<file path="src/rtl/jbr_pkg.sv">
// Shared decode constants, status codes and FSM encoding for the jump/branch
// status generator.
//   Instruction fields: op [31:26], fields [25:6], funct [5:0].
//   Status codes drive the PC selector as {status2,status1,status0}.
package jbr_pkg;

    localparam int unsigned INSTR_W = 32;
    localparam int unsigned OP_W    = 6;
    localparam int unsigned FN_W    = 6;
    localparam int unsigned CODE_W  = 3;
    localparam int unsigned REG_W   = 5;

    // Opcodes
    localparam logic [OP_W-1:0] OP_RTYPE = 6'h00;
    localparam logic [OP_W-1:0] OP_BZ    = 6'h18;
    localparam logic [OP_W-1:0] OP_JALM  = 6'h13;
    localparam logic [OP_W-1:0] OP_ADDI  = 6'h08;
    localparam logic [OP_W-1:0] OP_SLTI  = 6'h0A;
    localparam logic [OP_W-1:0] OP_ANDI  = 6'h0C;
    localparam logic [OP_W-1:0] OP_ORI   = 6'h0D;

    // R-type functs: jump/branch group
    localparam logic [FN_W-1:0] FN_BMN   = 6'h14;
    localparam logic [FN_W-1:0] FN_JMOR  = 6'h15;
    localparam logic [FN_W-1:0] FN_BRZ   = 6'h16;
    localparam logic [FN_W-1:0] FN_JSPAL = 6'h17;

    // R-type functs: flag-updating ALU group
    localparam logic [FN_W-1:0] FN_ADD   = 6'h20;
    localparam logic [FN_W-1:0] FN_ADDU  = 6'h21;
    localparam logic [FN_W-1:0] FN_SUB   = 6'h22;
    localparam logic [FN_W-1:0] FN_SUBU  = 6'h23;
    localparam logic [FN_W-1:0] FN_AND   = 6'h24;
    localparam logic [FN_W-1:0] FN_OR    = 6'h25;
    localparam logic [FN_W-1:0] FN_NOR   = 6'h27;
    localparam logic [FN_W-1:0] FN_SLT   = 6'h2A;

    // Branch status codes
    localparam logic [CODE_W-1:0] ST_NONE  = 3'b000;
    localparam logic [CODE_W-1:0] ST_BMN   = 3'b001;
    localparam logic [CODE_W-1:0] ST_BRZ   = 3'b010;
    localparam logic [CODE_W-1:0] ST_BZ    = 3'b011;
    localparam logic [CODE_W-1:0] ST_JMOR  = 3'b100;
    localparam logic [CODE_W-1:0] ST_JALM  = 3'b101;
    localparam logic [CODE_W-1:0] ST_JSPAL = 3'b110;

    typedef struct packed {
        logic [OP_W-1:0]             op;
        logic [INSTR_W-OP_W-FN_W-1:0] fields;
        logic [FN_W-1:0]             funct;
    } instr_t;

    typedef enum logic {
        S_IDLE  = 1'b0,
        S_JSPAL = 1'b1
    } jbr_state_e;

endpackage

</file>
<file path="src/rtl/jbr_flag_reg.sv">
// N/Z/V condition flag register.
//   clk, rst      : clock, async active-high reset (flags clear to 0)
//   op_i, funct_i : decoded opcode/funct of the retiring instruction
//   alu_result_i  : ALU result, alu_ovf_i: signed overflow
//   stall_i       : no flag update while the PC is held
//   n_o, z_o, v_o : registered flags
module jbr_flag_reg
    import jbr_pkg::*;
#(
    parameter int unsigned DATA_W      = 32,
    parameter int unsigned FLAG_ON_IMM = 1
) (
    input  logic              clk,
    input  logic              rst,
    input  logic [OP_W-1:0]   op_i,
    input  logic [FN_W-1:0]   funct_i,
    input  logic [DATA_W-1:0] alu_result_i,
    input  logic              alu_ovf_i,
    input  logic              stall_i,
    output logic              n_o,
    output logic              z_o,
    output logic              v_o
);

    logic upd_c;
    logic n_q, z_q, v_q;

    // Update-class decode: R-type ALU ops, optionally the I-type ALU ops
    always_comb begin
        upd_c = 1'b0;
        if (op_i == OP_RTYPE) begin
            case (funct_i)
                FN_ADD, FN_ADDU, FN_SUB, FN_SUBU,
                FN_AND, FN_OR, FN_NOR, FN_SLT: upd_c = 1'b1;
                default:                       upd_c = 1'b0;
            endcase
        end else if (FLAG_ON_IMM != 0) begin
            case (op_i)
                OP_ADDI, OP_ANDI, OP_ORI, OP_SLTI: upd_c = 1'b1;
                default:                           upd_c = 1'b0;
            endcase
        end
    end

    always_ff @(posedge clk or posedge rst) begin
        if (rst) begin
            n_q <= 1'b0;
            z_q <= 1'b0;
            v_q <= 1'b0;
        end else if (upd_c && !stall_i) begin
            n_q <= alu_result_i[DATA_W-1];
            z_q <= (alu_result_i == '0);
            v_q <= alu_ovf_i;
        end
    end

    assign n_o = n_q;
    assign z_o = z_q;
    assign v_o = v_q;

endmodule

</file>
<file path="src/rtl/jbr_status_gen.sv">
// Jump/branch status generator: branch status code, N/Z/V flags, jalm link
// request and the two-cycle jspal sequence.
//   clk, reset        : clock, async active-high reset
//   instr             : current instruction word
//   alu_result/ovf    : ALU result and signed overflow
//   mem_out           : data-memory read data
//   status0..2        : branch status code to the PC selector
//   n, z, v           : registered flags
//   jbr_mem_out       : jump target data to the PC selector
//   stall             : hold PC and register-file write
//   mem_wr_link       : write pc4 to mem[$sp]
//   mem_addr_sp       : force data-memory address to $sp
//   link_we/link_addr : register-file write of pc4
module jbr_status_gen
    import jbr_pkg::*;
#(
    parameter int unsigned DATA_W      = 32,
    parameter int unsigned LINK_REG    = 31,
    parameter int unsigned FLAG_ON_IMM = 1
) (
    input  logic               clk,
    input  logic               reset,
    input  logic [INSTR_W-1:0] instr,
    input  logic [DATA_W-1:0]  alu_result,
    input  logic               alu_ovf,
    input  logic [DATA_W-1:0]  mem_out,
    output logic               status0,
    output logic               status1,
    output logic               status2,
    output logic               n,
    output logic               z,
    output logic               v,
    output logic [DATA_W-1:0]  jbr_mem_out,
    output logic               stall,
    output logic               mem_wr_link,
    output logic               mem_addr_sp,
    output logic               link_we,
    output logic [REG_W-1:0]   link_addr
);

    instr_t            ins_c;
    logic              fields_unused;
    logic              is_jspal_c;
    logic [CODE_W-1:0] dec_code_c;
    logic [CODE_W-1:0] code_c;

    jbr_state_e        state_q, state_d;
    logic [DATA_W-1:0] tgt_q, tgt_d;

    assign ins_c         = instr_t'(instr);
    assign fields_unused = ^ins_c.fields;
    assign is_jspal_c    = (ins_c.op == OP_RTYPE) && (ins_c.funct == FN_JSPAL);

    // Static decode; jspal only reports its code in its second cycle
    always_comb begin
        dec_code_c = ST_NONE;
        if (ins_c.op == OP_RTYPE) begin
            case (ins_c.funct)
                FN_BMN:  dec_code_c = ST_BMN;
                FN_BRZ:  dec_code_c = ST_BRZ;
                FN_JMOR: dec_code_c = ST_JMOR;
                default: dec_code_c = ST_NONE;
            endcase
        end else if (ins_c.op == OP_BZ) begin
            dec_code_c = ST_BZ;
        end else if (ins_c.op == OP_JALM) begin
            dec_code_c = ST_JALM;
        end
    end

    // jspal sequencing and output decode; a jspal is not started while reset
    // is held so the PC selector sees plain decode during reset
    always_comb begin
        state_d     = state_q;
        tgt_d       = tgt_q;
        code_c      = dec_code_c;
        stall       = 1'b0;
        mem_addr_sp = 1'b0;
        mem_wr_link = 1'b0;
        link_we     = (dec_code_c == ST_JALM);
        jbr_mem_out = mem_out;
        case (state_q)
            S_IDLE: begin
                if (is_jspal_c && !reset) begin
                    stall       = 1'b1;
                    mem_addr_sp = 1'b1;
                    code_c      = ST_NONE;
                    link_we     = 1'b0;
                    tgt_d       = mem_out;
                    state_d     = S_JSPAL;
                end
            end
            S_JSPAL: begin
                mem_addr_sp = 1'b1;
                mem_wr_link = 1'b1;
                code_c      = ST_JSPAL;
                link_we     = 1'b0;
                jbr_mem_out = tgt_q;
                state_d     = S_IDLE;
            end
            default: state_d = S_IDLE;
        endcase
    end

    always_ff @(posedge clk or posedge reset) begin
        if (reset) begin
            state_q <= S_IDLE;
            tgt_q   <= '0;
        end else begin
            state_q <= state_d;
            tgt_q   <= tgt_d;
        end
    end

    jbr_flag_reg #(
        .DATA_W      (DATA_W),
        .FLAG_ON_IMM (FLAG_ON_IMM)
    ) u_flag_reg (
        .clk          (clk),
        .rst          (reset),
        .op_i         (ins_c.op),
        .funct_i      (ins_c.funct),
        .alu_result_i (alu_result),
        .alu_ovf_i    (alu_ovf),
        .stall_i      (stall),
        .n_o          (n),
        .z_o          (z),
        .v_o          (v)
    );

    assign {status2, status1, status0} = code_c;
    assign link_addr                   = REG_W'(LINK_REG);

endmodule

</file>
<file path="config.mk">
export PLATFORM = sky130hd
export DESIGN_NAME = jbr_status_gen
export DESIGN_NICKNAME = d
export VERILOG_FILES = /design/src/rtl/jbr_pkg.sv /design/src/rtl/jbr_flag_reg.sv /design/src/rtl/jbr_status_gen.sv
export SDC_FILE = /design/constraint.sdc
export NUM_CORES = 1
export LEC_CHECK = 0
export ABC_CLOCK_PERIOD_IN_PS = 2900
export CORE_MARGIN = 8
export CORE_UTILIZATION = 35
export CTS_CLUSTER_SIZE = 28
export DETAILED_ROUTE_END_ITERATION = 8
export GPL_TIMING_DRIVEN = 0
export PLACE_DENSITY_LB_ADDON = 0.08
export SYNTH_ARGS = -nofsm -noshare
export SYNTH_HDL_FRONTEND = slang
export SYNTH_SLANG_ARGS = --single-unit
</file>
<file path="constraint.sdc">
create_clock -name clk -period 2.9 [get_ports clk]
set_input_delay 0.58 -clock clk [delete_from_list [all_inputs] [get_ports clk]]
set_output_delay 0.58 -clock clk [all_outputs]
set_load 0.05 [all_outputs]
</file>
==> impl_metrics.tcl, run 1 <==
set metrics [dict create \
    grt_pass1_vias 1861 \
    end_kind "primary output" \
    synth_edf_count 0 \
    gp_congestion 0.755 \
    core_area_um2 5780 \
    fin_crit_sh_pct 94.3 \
    path_max_fanout 3 \
    die_area_um2 8570 \
    power.leakage_nw 1.53 \
    io_buffers 120 \
    fmax_mhz 366 \
    cts_tree "done" \
    switching_power_w 0.000377 \
    drc 0 \
    setup_viol 0 \
    path_clk_slew_ps 80 \
    rows 28 \
    chipWidth_um 92.6 \
    slowest_delay_ps 440 \
    relSlewSlack_pct 63.1 \
    first_pass_iters 4 \
    rr_startpoint "state_q" \
    syn_to_final_growth_pct 68.8 \
    async_reset_ff_share_pct 100 \
    power-per-cell-area_nw_per_um2 352 \
    wl_um 5880 \
    ir_worst_vdd_v 0.000315 \
    synthDistinctLibCells 29 \
    fin_crit_ps 2730 \
    ant_nets 0 \
    grt_pass1_wl_um 9300 \
    layout.nets 391 \
    placed_area_um2 3380 \
    max_slew.worst_pin.slew_ps 552 \
    drv_slew 0 \
    initial_core_util_pct 35.5 \
    cts_buffers 5 \
    power.internal_w 0.000844 \
    rsz0062_at_grt "false" \
    antenna_found_initial 0 \
    path_cells "clkdlybuf4s50_1 -> and4bb_2 -> nand3_2 -> or3_1 -> a21oi_1 -> buf_4" \
    ff_latch_area_um2 901 \
    syn_inst 160 \
    finalWorstSetupSlack_ps 166 \
    dp_hpwl_um 4670 \
    dp_slack_ps -871 \
    multiInputGateArea_um2 1100 \
    viasPerCell 4.80 \
    num_antenna_cells 0 \
    p_comb_share_pct 29.9 \
    seqPwrFrac_pct 42.1 \
    syn_area_per_cell_um2 12.8 \
    clock_power_share_pct 28.0 \
    timing.reg2reg.setup_slack_ps 1440 \
    hold_path.startpoint "tgt_q[1]" \
    utilization_pct 59.9 \
    avgRoutedWirePerCell_um 16.0 \
    status "finished, final reports clean" \
    h-tree-depth 2 \
    start_kind "primary input" \
    clkSinkCount 36 \
    cp_slowest_cell "clkdlybuf4s50_1" \
    num_io_pins 146 \
    netlist_area_um2 2050 \
    root_buffer "clkbuf_8" \
    switching_share_pct 30.9 \
    ys_seq_area_share_pct 43.9 \
    drt_iter0_drc 34 \
    clk_latency_ps 280 \
    drive_gt1_share_pct 34.6 \
    num_vias 1760 \
    grt_overflow 0 \
    synth_flop_cell "dfrtp_1" \
    clock_path_buffers 2 \
    required_ps 2320 \
    skew_ps 8.15 \
    max-cap-violations 0 \
    critPathKind "in -> out" \
    crit_path_start "instr[5]" \
    synth_seq_cells 36 \
    fillCellCount 533 \
    min_path_type "reg -> reg" \
    grt_max_degree 38 \
    track_usage_pct 13.4 \
    finalHoldViolCount 0 \
    yosysWarnings 0 \
    power_w 0.00122 \
    die_h_um 92.6 \
    arrival_ps 2150 \
    holdWs_ps 494 \
    postLayoutCellArea_um2 3460 \
]
through the flow:
step	setup TNS, ps	std cells
after detailed placement	-10940	359
after CTS	0	366
after global placement	-31470	359
final	0	367
after global routing	0	367
after floorplan	-53.9	164
Yosys cell counts, types with 2 or more instances:
cell type,n,share of area (%)
buf_1,2,0.37
buf_2,2,0.49
buf_4,5,1.8
buf_6,3,1.6
dfrtp_1,36,44
mux2_2,67,37
nand2b_1,3,0.91
nand3_1,4,0.98
nand4_1,3,0.91
nand4b_1,2,0.85
nor2_1,6,1.1
nor4_1,9,2.7
o21ai_0,2,0.49
layer usage:
layer  wire (um)  track usage (%)  vias up  share of wire (%)
li1            -                -      848                  -
met1        2430             15.2      851                 41
met2        2950             22.6       59                 50
met3         491             6.15        2                8.3
met4          19             2.55        0               0.32
met5           0                0        -                  0
layout by cell type, fill, tap and decap left out, types with 2 or more instances in the layout:
cell | netlist | final
dlygate4sd2_1 | 0 | 15
dlymetal6s2s_1 | 0 | 3
nand2b_1 | 3 | 3
nor2_1 | 6 | 5
conb_1 | 1 | 5
nor4_1 | 9 | 8
nand3_2 | 1 | 2
buf_6 | 3 | 3
clkbuf_8 | 0 | 5
nor4_4 | 1 | 2
buf_2 | 2 | 4
nand4_1 | 3 | 3
mux2_2 | 67 | 67
nand4b_1 | 2 | 2
clkdlybuf4s50_1 | 0 | 97
clkbuf_2 | 0 | 2
dfrtp_1 | 36 | 36
nand3_1 | 4 | 3
buf_4 | 5 | 8
o21ai_0 | 2 | 2
logic make-up (layout without fill, tap and decap cells):
family	Yosys count	after routing	share of synthesized area (%)
muxes	69	69	37.8
DFF	36	36	43.9
and+or+nand+nor	33	33	11.2
buffers and inverters	13	141	4.51
AOI/OAI and AO/OA	8	8	2.44
other	1	5	0.183
what timing repair did:
| action | 4_1_cts | 5_1_grt |
|---|---|---|
| hold buffers | 0 | 0 |
| setup buffers | 0 | 1 |
| resized for setup | 36 | 14 |
| endpoints found under the setup margin | 35 | 5 |
| gates cloned | 0 | 0 |
| pin swaps | 0 | 1 |
power by group through the flow:
stage               clock network [W]  logic (W)  registers [W]
global placement                    0   0.000370       0.000524
floorplan                           0   0.000161       0.000549
global route                 0.000371   0.000385       0.000516
detailed placement                  0   0.000371       0.000524
CTS                          0.000354   0.000367       0.000514
finish                       0.000342   0.000365       0.000514
worst paths after layout:
check                       endpoint  depth (start not counted)
setup / recovery             status0                          6
min in group asynchronous  tgt_q[19]                          2
setup reg to reg            tgt_q[5]                          3
max in group asynchronous  tgt_q[10]                          2
hold / removal              tgt_q[1]                          1
hold reg to reg             tgt_q[1]                          1
cell type report:
| type | instances | share of cell area, % |
|---|---|---|
| Buffer | 12 | 2.64 |
| Clock buffer | 5 | 1.99 |
| Clock inverter | 2 | 0.361 |
| Inverter | 1 | 0.253 |
| Multi-Input combinational cell | 115 | 31.9 |
| Sequential cell | 36 | 26.0 |
| Tap cell | 75 | 2.71 |
| Timing Repair Buffer | 121 | 34.2 |
flip-flops by register name (all words and copies together), names as in the netlist:
register        count
state_q             1
u_flag_reg.v_o      1
u_flag_reg.n_o      1
tgt_q              32
u_flag_reg.z_o      1
worst max-delay path: cells and delay by family:
family                 cells  cell delay (ps)
AOI/OAI and AO/OA          1              150
buffers and inverters      2              650
and+or+nand+nor            3              770
Power figures use the tool's default switching activity.
==> inputs of run 2 (changes only) <==
--- a/config.mk
+++ b/config.mk
@@ -7,7 +7,8 @@
 export LEC_CHECK = 0
 export ABC_CLOCK_PERIOD_IN_PS = 2900
 export CORE_MARGIN = 8
-export CORE_UTILIZATION = 35
+export CORE_UTILIZATION = 36
+export CTS_BUF_LIST = sky130_fd_sc_hd__clkbuf_4
 export CTS_CLUSTER_SIZE = 28
 export DETAILED_ROUTE_END_ITERATION = 8
 export GPL_TIMING_DRIVEN = 0
==> impl_metrics.tcl, run 2 (synthesis results as in run 1) <==
set metrics [dict create \
    status "finished, final reports clean" \
    avgRoutedWirePerCell_um 16.0 \
    required_ps 2320 \
    max_slew.worst_pin.slew_ps 541 \
    setup_viol 0 \
    dp_hpwl_um 4760 \
    end_kind "primary output" \
    critPathKind "in -> out" \
    antenna_found_initial 0 \
    max-cap-violations 0 \
    relSlewSlack_pct 63.8 \
    chipWidth_um 91.5 \
    final_common_cell "clkdlybuf4s50_1" \
    fin_crit_sh_pct 95.5 \
    layout.nets 390 \
    drv_slew 0 \
    arrival_ps 2190 \
    power.leakage_nw 1.51 \
    power_w 0.00123 \
    syn_to_final_growth_pct 68.0 \
    gp_congestion 0.757 \
    post-cts-setup-buffers 0 \
    h-tree-depth 2 \
    skew_ps 6.80 \
    fmax_mhz 361 \
    p_comb_share_pct 29.4 \
    clk_latency_ps 340 \
    final_cell_mix "clkdlybuf4s50_1 (97), mux2_2 (67), dfrtp_1 (36)" \
    holdWs_ps 507 \
    setup_tns_ps 0 \
    multiInputGateArea_um2 1100 \
    path_clk_slew_ps 110 \
    cts_tree "done" \
    placed_area_um2 3380 \
    fin_crit_ps 2770 \
    drt_iter0_drc 42 \
    io_buffers 120 \
    postLayoutCellArea_um2 3450 \
    die_h_um 91.5 \
    power.internal_w 0.000860 \
    num_io_pins 146 \
    dp_slack_ps -815 \
    grt_pass1_wl_um 9500 \
    path_max_fanout 3 \
    drc 0 \
    clock_power_share_pct 28.8 \
    finalWorstSetupSlack_ps 132 \
    wl_um 5840 \
    ant_nets 0 \
    cts_buffers 5 \
    ff_latch_area_um2 901 \
    num_vias 1753 \
    switching_share_pct 30.2 \
    viasPerCell 4.82 \
    rows 27 \
    cp_slowest_cell "clkdlybuf4s50_1" \
    slowest_delay_ps 430 \
    rsz0062_at_grt "false" \
    num_antenna_cells 0 \
    clock_path_buffers 2 \
    switching_power_w 0.000373 \
    largest_reg_flops 32 \
    drive_gt1_share_pct 34.6 \
    power-per-cell-area_nw_per_um2 357 \
    fillCellCount 486 \
    start_kind "primary input" \
    seqPwrFrac_pct 41.7 \
    largest-register "tgt_q" \
    min_path_type "reg -> reg" \
    first_pass_iters 4 \
    grt_max_degree 38 \
    core_area_um2 5510 \
    clkSinkCount 36 \
    finalHoldViolCount 0 \
    grt_pass1_vias 1899 \
    ir_worst_vdd_v 0.000270 \
    root_buffer "clkbuf_4" \
    grt_overflow 0 \
    track_usage_pct 14.0 \
    initial_core_util_pct 37.3 \
    path_cells "clkdlybuf4s50_1 -> and4bb_2 -> nand4_1 -> o21ai_0 -> clkdlybuf4s15_2" \
    die_area_um2 8370 \
]
## run 2: cell count changes in the layout (fill, tap and decap cells not counted)
cell,delta
buf_4,-2
dlymetal6s2s_1,-2
dlygate4sd2_1,+2
clkbuf_4,+5
clkbuf_8,-5
clkdlybuf4s15_2,+1
clkbuf_2,-1
bufinv_16,+1
buf_2,+1
## run 2: stage by stage
step	cells	utilization, %
final	364	62.6
after global routing	364	62.6
after CTS	364	62.5
after detailed placement	356	61.3
after global placement	356	61.3
after floorplan	164	-
## run 2: critical path: cells and delay by family
family          cells  cell delay [ps]
simple gates        2              500
compound gates      1              260
buf+inv             2              840
## run 2: final timing paths
kind / start / to / cells after the start / slack, ps
worst min register to register: tgt_q[1] / tgt_q[1] / 1 / 510
max in group asynchronous: reset / tgt_q[8] / 2 / 2090
worst min-delay path: tgt_q[1] / tgt_q[1] / 1 / 510
worst max-delay path: instr[5] / status1 / 5 / 130
min in group asynchronous: reset / tgt_q[18] / 2 / 550
worst max register to register: state_q / tgt_q[5] / 3 / 1430
## run 2: cell type report
| type | count | share of cell area (%) |
|---|---|---|
| clock inverters | 3 | 1.23 |
| flip-flops and latches | 36 | 26.1 |
| inverters | 1 | 0.254 |
| clock buffers | 5 | 1.09 |
| multi-input cells | 115 | 32.0 |
| well taps | 72 | 2.61 |
| repair buffers | 120 | 34.0 |
| plain buffers | 12 | 2.65 |
## run 2: power groups by stage
stage,registers [W],clock network [W],logic [W]
after detailed placement,0.000524,0,0.000372
after CTS,0.000515,0.000370,0.000366
after floorplan,0.000549,0,0.000161
final,0.000514,0.000355,0.000363
after global routing,0.000516,0.000392,0.000383
after global placement,0.000524,0,0.000370
## run 2: routing by layer
metal	share of wire [%]	vias to the layer above	wire length [um]	GRT usage (%)
met2	49	64	2860	22.7
met4	0.98	0	57	4.09
li1	-	851	-	-
met1	41	831	2370	15.9
met5	0	-	0	0
met3	9.4	7	550	6.50
## run 2: repair_timing
action                                  in CTS  in global routing
endpoints found under the setup margin      38                  5
hold buffers                                 0                  0
pin swaps                                    1                  1
resized for setup                           41                  7
